$ cat config.mk
export PLATFORM = sky130hd
export DESIGN_NAME = psmac_accumulator
export DESIGN_NICKNAME = d
export VERILOG_FILES = /design/src/rtl/psmac_accumulator.sv
export SDC_FILE = /design/constraint.sdc
export NUM_CORES = 1
export LEC_CHECK = 0
export BUFFER_PORTS_ARGS = -buffer_cell sky130_fd_sc_hd__buf_2
export CORE_MARGIN = 4
export CORE_UTILIZATION = 45
export DETAILED_ROUTE_END_ITERATION = 10
export MAX_ROUTING_LAYER = met4
export PLACE_DENSITY = 0.67
export RECOVER_POWER = 50
export SYNTH_ARGS = -nofsm -noshare
export SYNTH_HDL_FRONTEND = slang
export SYNTH_SLANG_ARGS = --single-unit
export TNS_END_PERCENT = 20
$ cat constraint.sdc
create_clock -name clk -period 7 [get_ports clk]
set_input_delay 1.4 -clock clk [delete_from_list [all_inputs] [get_ports clk]]
set_output_delay 1.4 -clock clk [all_outputs]
set_load 0.005 [all_outputs]
$ cat src/rtl/psmac_accumulator.sv
// ----------------------------------------------------------------------------
// psmac_accumulator
//   Downstream stage of the OAFU precision-scalable multiplier. It sums a
//   programmed number of signed products into a wide signed result and
//   presents the dot product on a valid/ready result port. Together with the
//   multiplier this forms a full MAC for the 4-bit and 8-bit modes.
//
// Optional feature macro: PSMAC_ACC_SAT_EN
//   defined   -> saturating add with a sticky sat flag
//   undefined -> plain ACC_W-bit wrap-around add, sat tied low
//
// Ports
//   clk, rst_n             clock, asynchronous active-low reset
//   start, len             begin an accumulation of len products (IDLE only)
//   prod_valid/ready, prod signed product input stream
//   res_valid/ready, res   signed accumulated result
//   busy                   high while accumulating or holding a result
//   sat                    sticky overflow flag for the current result
// ----------------------------------------------------------------------------
module psmac_accumulator #(
    parameter int PROD_W = 16,
    parameter int ACC_W  = 32,  // sized so len full-scale products cannot overflow
    parameter int CNT_W  = 8
) (
    input  logic              clk,
    input  logic              rst_n,
    input  logic              start,
    input  logic [CNT_W-1:0]  len,
    input  logic              prod_valid,
    output logic              prod_ready,
    input  logic [PROD_W-1:0] prod,
    output logic              res_valid,
    input  logic              res_ready,
    output logic [ACC_W-1:0]  res,
    output logic              busy,
    output logic              sat
);

    localparam logic [1:0] S_IDLE = 2'd0;
    localparam logic [1:0] S_ACC  = 2'd1;
    localparam logic [1:0] S_DONE = 2'd2;

    logic [1:0]       state_q, state_d;
    logic [ACC_W-1:0] acc_q, acc_d;
    logic [CNT_W-1:0] cnt_q, cnt_d;
    logic [CNT_W-1:0] len_q, len_d;
    logic [ACC_W-1:0] add_res;

`ifdef PSMAC_ACC_SAT_EN
    logic             sat_q, sat_d;
    logic             add_ovf;
    logic [ACC_W:0]   sum_w;

    // One guard bit: overflow iff the guard and the ACC_W sign bit disagree;
    // the guard bit then holds the true sign and picks the clamp direction.
    always_comb begin
        sum_w   = (ACC_W+1)'($signed(acc_q)) + (ACC_W+1)'($signed(prod));
        add_ovf = sum_w[ACC_W] ^ sum_w[ACC_W-1];
        if (!add_ovf)
            add_res = sum_w[ACC_W-1:0];
        else if (sum_w[ACC_W])
            add_res = {1'b1, {(ACC_W-1){1'b0}}};
        else
            add_res = {1'b0, {(ACC_W-1){1'b1}}};
    end

    assign sat = sat_q;
`else
    assign add_res = acc_q + ACC_W'($signed(prod));
    assign sat     = 1'b0;
`endif

    always_comb begin
        state_d = state_q;
        acc_d   = acc_q;
        cnt_d   = cnt_q;
        len_d   = len_q;
`ifdef PSMAC_ACC_SAT_EN
        sat_d   = sat_q;
`endif
        case (state_q)
            S_IDLE: begin
                if (start) begin
                    acc_d   = '0;
                    cnt_d   = '0;
                    len_d   = len;
`ifdef PSMAC_ACC_SAT_EN
                    sat_d   = 1'b0;
`endif
                    state_d = (len == '0) ? S_DONE : S_ACC;
                end
            end
            S_ACC: begin
                if (prod_valid) begin
                    acc_d = add_res;
                    cnt_d = cnt_q + CNT_W'(1);
`ifdef PSMAC_ACC_SAT_EN
                    sat_d = sat_q | add_ovf;
`endif
                    // Exit on the last product so cnt never wraps, even at len=max.
                    if (cnt_q == len_q - CNT_W'(1))
                        state_d = S_DONE;
                end
            end
            S_DONE: begin
                if (res_ready)
                    state_d = S_IDLE;
            end
            default: state_d = S_IDLE;
        endcase
    end

    always_ff @(posedge clk or negedge rst_n) begin
        if (!rst_n) begin
            state_q <= S_IDLE;
            acc_q   <= '0;
            cnt_q   <= '0;
            len_q   <= '0;
`ifdef PSMAC_ACC_SAT_EN
            sat_q   <= 1'b0;
`endif
        end else begin
            state_q <= state_d;
            acc_q   <= acc_d;
            cnt_q   <= cnt_d;
            len_q   <= len_d;
`ifdef PSMAC_ACC_SAT_EN
            sat_q   <= sat_d;
`endif
        end
    end

    // Handshake outputs decode straight from state so reset clears them at once.
    assign prod_ready = (state_q == S_ACC);
    assign res_valid  = (state_q == S_DONE);
    assign busy       = (state_q != S_IDLE);
    // acc only changes in ACC or on a new start, so res holds after handoff.
    assign res        = acc_q;

endmodule

Yosys cells after proc, flatten, opt, wreduce, memory -nomap -nowiden
Index checks and enable logic that the tools add are counted.
W data, S select, Z words.

word-level totals
  output and inout bits = 36
  bits in registers = 50
  logic and storage cells = 33
  input port bits = 29

cells by class
  reduce and logical (&&, ||, !) cells = 7
  add/sub/neg operators = 3
  multiplexer cells = 12
  equal/unequal tests = 7

operators by type and width
  operator               count
  $mux W32               2
  $pmux W32 S2           1
  $add A32 B32 Y32       1
  $mux W8                2
  $pmux W8 S2            1
  $mux W2                5
  $add A8 B1 Y8 const B  1
  $eq A8 B8 Y1           1
  $logic_not A8 Y1       1
  $sub A8 B1 Y8 const B  1
  $pmux W2 S3            1
  $ne A2 B1 Y1 const B   2
  $ne A2 B2 Y1 const B   2
  $reduce_and A4 Y1      1
  $reduce_bool A2 Y1     2
  $reduce_and A3 Y1      1
  $eq A2 B1 Y1 const B   1
  $eq A2 B2 Y1 const B   1
  $logic_not A2 Y1       1
  $reduce_and A2 Y1      1

Logic depth before layout (Yosys ltp)
Gate-level depths: netlist (run 1).

  word-level depth = 5
  gate-level depth with buffers = 12
  gate-level depth less buffers = 12

Least setup slack after synthesis (run 1)
OpenSTA, ideal clock, no wires.

  kind = input-to-reg
  start = input port prod[0]
  end = register acc_q[30] (netlist: res[30])
  path slack = 3267 ps
  data required time = 6869 ps
  cell stages on the path = 12
  buffers on the path = 0
  library setup time = 131 ps
  data arrival time = 3602 ps
  path through = ha_1 > inv_1 > fa_1 > nand2b_1 > a21oi_1 > o21ai_1 > o31ai_1 > a31o_2 > a21oi_1 > o221ai_1 > a311o_1 > nand3_1

between the ends
  word-level cells in the longest chain between the ends = 3

RTL lines
  element               RTL line  RTL
  start, declared       31        input logic [PROD_W-1:0] prod,
  $add A32 B32 Y32      69        assign add_res = acc_q + ACC_W'($signed(prod));
  $mux W32              94        if (prod_valid) begin
  $pmux W32 S2          81        case (state_q)
  end signal, assigned  116       acc_q <= '0;
  end signal, assigned  124       acc_q <= acc_d;
  end, declared         44        logic [ACC_W-1:0] acc_q, acc_d;

No other way between the ends. The select of a mux whose other input is x is not followed.
A chain may end at the register's enable or synchronous reset.

Worst setup path after layout (run 1)
Same ends and word-level chain as after synthesis.

==> results of run 1 <==
-- registers in the layout, indices dropped and copies added, names as in the netlist --
name	cells
res	32
cnt_q	8
len_q	8
state_q	2
-- per-stage QoR --
stage | util (%) | hold slack, ps
2_1_floorplan | - | 462
3_3_place_gp | 52.1 | 484
3_5_place_dp | 52.1 | 488
4_1_cts | 53.9 | 512
5_1_grt | 53.8 | 528
6_report | 53.8 | 509
-- worst max-delay path, delay by kind of cell --
family	cells	cell delay, ps
AOI/OAI and AO/OA	7	1760
adders and majority gates	2	550
and+or+nand+nor	2	250
buffers and inverters	2	140
-- layer usage --
metal / global-route usage (%) / up-vias / wire [um]
met3: 3.00 / 5 / 305
met5: - / - / 0
met4: 3.68 / 0 / 46
met2: 30.8 / 63 / 4030
met1: 24.7 / 1543 / 4200
li1: - / 1659 / -
-- area by class of cell --
| class | instances | area (um^2) | share of cell area, % |
|---|---|---|---|
| clock buffer | 6 | 82.6 | 1.97 |
| clock inverter | 2 | 60.1 | 1.43 |
| inverter | 15 | 56.3 | 1.34 |
| multi-input combinational | 358 | 2300 | 54.8 |
| sequential | 50 | 1250 | 29.8 |
| tap | 102 | 128 | 3.04 |
| timing repair buffer | 65 | 323 | 7.69 |
-- power by group through the flow --
stage               registers (mW)  logic [mW]  clock network [mW]
floorplan                    0.478       0.688                   0
global placement             0.490       0.912                   0
detailed placement           0.494       0.932                   0
CTS                          0.489       0.938               0.260
global route                 0.507        1.06               0.273
finish                       0.490       0.929               0.253
-- cell usage in the layout, fill, tap and decap left out, types with 3 or more instances in the layout --
cell type	count
nand2_1	71
buf_2	60
dfrtp_1	50
o21ai_0	44
a21oi_1	33
ha_1	33
nor2_1	28
xor2_1	22
xnor2_1	19
nand3_1	17
inv_1	15
a21o_1	10
nand2b_1	7
nor3_1	6
clkbuf_8	6
o21ai_1	5
nand4_1	5
o211ai_1	4
o21bai_1	4
and3_1	4
clkbuf_1	4
nor2b_1	3
a32o_1	3
a31oi_1	3
nor4_1	3
-- logic make-up (layout without fill, tap and decap cells) --
group / Yosys count / after routing / synth area share (%)
adder cells (fa/ha/maj): 34 / 34 / 11.8
AO/OA/AOI/OAI: 126 / 126 / 21.3
XOR/XNOR: 41 / 41 / 9.81
buffers and inverters: 29 / 88 / 3.08
multiplexers: 1 / 1 / 0.308
flip-flops: 50 / 50 / 34.2
AND/OR/NAND/NOR: 155 / 155 / 19.4
other: 1 / 1 / 0.102
-- how the worst max path moves through the flow --
stage / startpoint / end / cells past startpoint
after floorplan: prod[0] / res[30] / 12
after global placement: prod[0] / res[30] / 13
after detailed placement: prod[0] / res[30] / 13
after CTS: prod[0] / res[30] / 13
after global routing: rst_n / cnt_q[5] / 2
final: prod[0] / res[30] / 13
==> impl_metrics.toml, run 1 <==
[outcome]
status = "complete, but fails checks"
violations = "max-capacitance violations, max-slew violations"

[detailed_routing]
routedWlPerCell_um = 14.4
wl_um = 8590
via_per_inst = 5.47
drtIter0Drc = 114
first_pass_iters = 4
drc = 0
drtAntennaViolNets = 0
num_vias = 3270

[sta]
worst_pin_slew_ps = 2860
rsz0062_at_grt = "no"
fin_crit_ps = 3930
finClkSkew_ps = 7.05
clock.fmax_mhz = 255
setup_viol = 0
finalHoldViolations = 0
fin_crit_sh_pct = 56.1
maxSlewHeadroom_pct = -90.5
setup_tns_ps = 0
fin_ws_ps = 3070
finalMaxSlewViolations = 51

[worst_setup_path]
reg2reg_to = "res[30]"
cpPeakStageDelay_ps = 510
slowest_stage = "o31ai_1"
arrival_ps = 4110
cp_cell_sequence = "buf_2, ha_1, inv_1, fa_1, nand2b_1, a21oi_1, o21ai_1, o31ai_1, a31o_2, a21oi_1, o221ai_1, a311o_1, nand3_1"
crit_top_cell = "a21oi_1"
worst-path-max-fanout = 4
critPathRequiredTime_ps = 7180
reg2reg_depth = 12
worstSetupPathType = "primary input to flip-flop"
end_kind = "flip-flop"
start_kind = "primary input"
regToRegSetupSlack_ps = 3850
rr_startpoint = "res[0]"

[grt]
track_usage_pct = 18.7
grt_pass1_wl_um = 14900
grt_max_degree = 51
antenna_found_initial = 0
grt_pass1_vias = 3212
grt_overflow = 0

[pwr]
combPwrFrac_pct = 55.6
pwr-share-clk_pct = 15.1
internal-power_mw = 0.939
ir_drop_mv = 0.159
power_density_nw_per_um2 = 398
seqPwrFrac_pct = 29.3
netSwitchingFraction_pct = 43.9
p_leak_nw = 2.04
power.switching_mw = 0.734
p_total_mw = 1.67

[floorplan]
die_area_um2 = 9640
coreArea_um2 = 7810
io_pins = 65
die_w_um = 98.2
initial_core_util_pct = 46.9
die_h_um = 98.2
num_rows = 32

[placement]
place_area_um2 = 4070
dp_hpwl_um = 6350
numPortBuffers = 63
placedCellCount = 590
preCtsSetupSlack_ps = 2800
place_congestion = 0.876

[clocking]
numCtsBuffers = 5
cts_tree = "built"
h-tree-depth = 2
clock_latency_ps = 300
post_cts_buffers = 0
post_cts_resized = 0
cts_hold_buffers = 0
cts_num_sinks = 50
cts-root-buf = "clkbuf_8"
clk_pin_slew_ps = 100
clk_path_buf_depth = 2

[worst_hold_path]
hold_class = "flip-flop to flip-flop"
hold_start = "len_q[7]"
worstHoldPathCells = 2
hold_end = "len_q[7]"

[logic_synthesis]
synth.avg_cell_area_um2 = 8.38
syn_inst = 437
synth_edf_count = 0
synth.distinct_cells = 49
yosysMostFrequentCell = "nand2_1"
ys_seq_elements = 50
synthTopCellsByArea = "dfrtp_1, ha_1, nand2_1"
synth_area_leader_cell = "dfrtp_1"
synth_nets = 500
async_flop_share_pct = 100
yosysWarnings = 0
syn_area_um2 = 3660
synth_ff_type = "dfrtp_1"
ys_top_cells_by_count = "nand2_1, dfrtp_1, o21ai_0"
synth.yosys.seq_area_share_pct = 34.2
synth.top_cell.area_share_pct = 34.2

[cells_and_area]
antenna_cells = 0
layoutNonFillerInstCount = 598
area_growth_pct = 14.7
nets = 558
stdcell_area_um2 = 4200
fill_cells = 732
layout-drive-gt1-share_pct = 15.9

[run]
maxCapViolations = 1
Note: power is estimated with default switching activity, not from simulation.
==> inputs of run 2 (changes only) <==
- PLACE_DENSITY: 0.67 -> 0.7
- clock period: 7 -> 3.56 ns (I/O delays scaled with it)
==> run 2 against run 1 <==
Effect of this change: the flow now finishes without violations; global-route usage grew 0.68 points; clock-buffer cell count down 1; hold slack better by 6.6 ps; clock skew up 2.3 ps; first-iteration DRC count increased by 2.6%; sequential cell count did not move; via count grew 1.9%; clock power increased by 39%; critical path type unchanged; largest cell class unchanged; largest power group unchanged.
==> impl_metrics.toml, run 2 (same netlist as run 1, synthesis figures left out) <==
[pwr]
ir_drop_mv = 0.292
power_density_nw_per_um2 = 759
p_total_mw = 3.17
p_leak_nw = 2.03

[cells_and_area]
stdcell_area_um2 = 4170
nets = 562
mostFrequentLayoutCell = "nand2_1"
multi_input_area_um2 = 2300
largest_reg_flops = 32
fill_cells = 760
layoutNonFillerInstCount = 602
layout-drive-gt1-share_pct = 16.0
antenna_cells = 0
register_area_um2 = 1250
final_util_pct = 53.4
area_growth_pct = 13.9
final_cell_mix = "nand2_1, buf_2, dfrtp_1"

[placement]
dp_hpwl_um = 6700
preCtsSetupSlack_ps = 171
place_congestion = 0.867
placedCellCount = 594
place_area_um2 = 4100
numPortBuffers = 63

[clocking]
clk_path_buf_depth = 2
clk_pin_slew_ps = 100
post_cts_buffers = 0
numCtsBuffers = 5
cts_num_sinks = 50
cts_tree = "built"
h-tree-depth = 2
post_cts_resized = 0
cts-root-buf = "clkbuf_8"
cts_hold_buffers = 0
clock_latency_ps = 310

[floorplan]
die_w_um = 98.2
die_h_um = 98.2
coreArea_um2 = 7810
io_pins = 65
initial_core_util_pct = 46.9
num_rows = 32
die_area_um2 = 9640

[sta]
setup_tns_ps = 0
finClkSkew_ps = 9.35
setup_viol = 0
maxSlewHeadroom_pct = 4.30
worst_pin_slew_ps = 1440
clock.fmax_mhz = 324
rsz0062_at_grt = "no"
holdWs_ps = 516
fin_ws_ps = 476
finalMaxSlewViolations = 0
fin_crit_sh_pct = 86.6
fin_crit_ps = 3080
finalHoldViolations = 0

[detailed_routing]
wl_um = 8840
drtAntennaViolNets = 0
first_pass_iters = 4
drtIter0Drc = 117
routedWlPerCell_um = 14.7
drc = 0
num_vias = 3331
via_per_inst = 5.53

[worst_setup_path]
arrival_ps = 3280
end_kind = "flip-flop"
critPathRequiredTime_ps = 3760
start_kind = "primary input"
worstSetupPathType = "primary input to flip-flop"
worst-path-max-fanout = 4

[worst_hold_path]
hold_class = "flip-flop to flip-flop"

[grt]
track_usage_pct = 19.4
grt_overflow = 0
grt_pass1_wl_um = 15300
antenna_found_initial = 0
grt_pass1_vias = 3259
grt_max_degree = 25

[run]
maxCapViolations = 0

[outcome]
status = "finished clean"
[run 2: metal layers]
| layer | routed length (um) | GRT usage, % | vias up | part of all wire, % |
|---|---|---|---|---|
| met5 | 0 | - | - | 0 |
| li1 | - | - | 1673 | - |
| met2 | 4260 | 32.5 | 63 | 48 |
| met3 | 291 | 2.64 | 10 | 3.3 |
| met4 | 121 | 4.94 | 0 | 1.4 |
| met1 | 4170 | 24.9 | 1585 | 47 |
[run 2: final timing paths]
| path | end | slack, ps | cells after the start | start |
|---|---|---|---|---|
| worst max register to register | res[30] | 530 | 13 | res[0] |
| max in group asynchronous | res[0] | 1490 | 2 | rst_n |
| worst min-delay path | res[13] | 520 | 2 | res[13] |
| worst max-delay path | res[30] | 480 | 14 | prod[0] |
| worst min register to register | res[13] | 520 | 2 | res[13] |
| min in group asynchronous | res[25] | 720 | 1 | rst_n |
[run 2: critical path: stages]
cell and delay (ps):
buf_2 80, ha_1 190, inv_1 70, fa_1 370, nand2b_1 190, a21oi_1 190
o21ai_1 140, o31ai_1 260, buf_4 170, a31o_2 170, a21oi_1 110, o221ai_1 330
a311o_1 220, nand3_1 60
[run 2: final cells by class]
class                      instances  share of cell area [%]
multi-input combinational        358                    55.1
timing repair buffer              69                    8.31
tap                              102                    3.06
clock inverter                     3                   0.510
inverter                          15                    1.35
sequential                        50                    30.0
clock buffer                       5                    1.65
[run 2: power by group]
| part | leakage (nW) | internal, mW | switching [mW] |
|---|---|---|---|
| Sequential | 0.651 | 0.769 | 0.185 |
| Clock | 0.0441 | 0.139 | 0.212 |
| Combinational | 1.33 | 0.788 | 1.07 |
| Total | 2.03 | 1.70 | 1.47 |
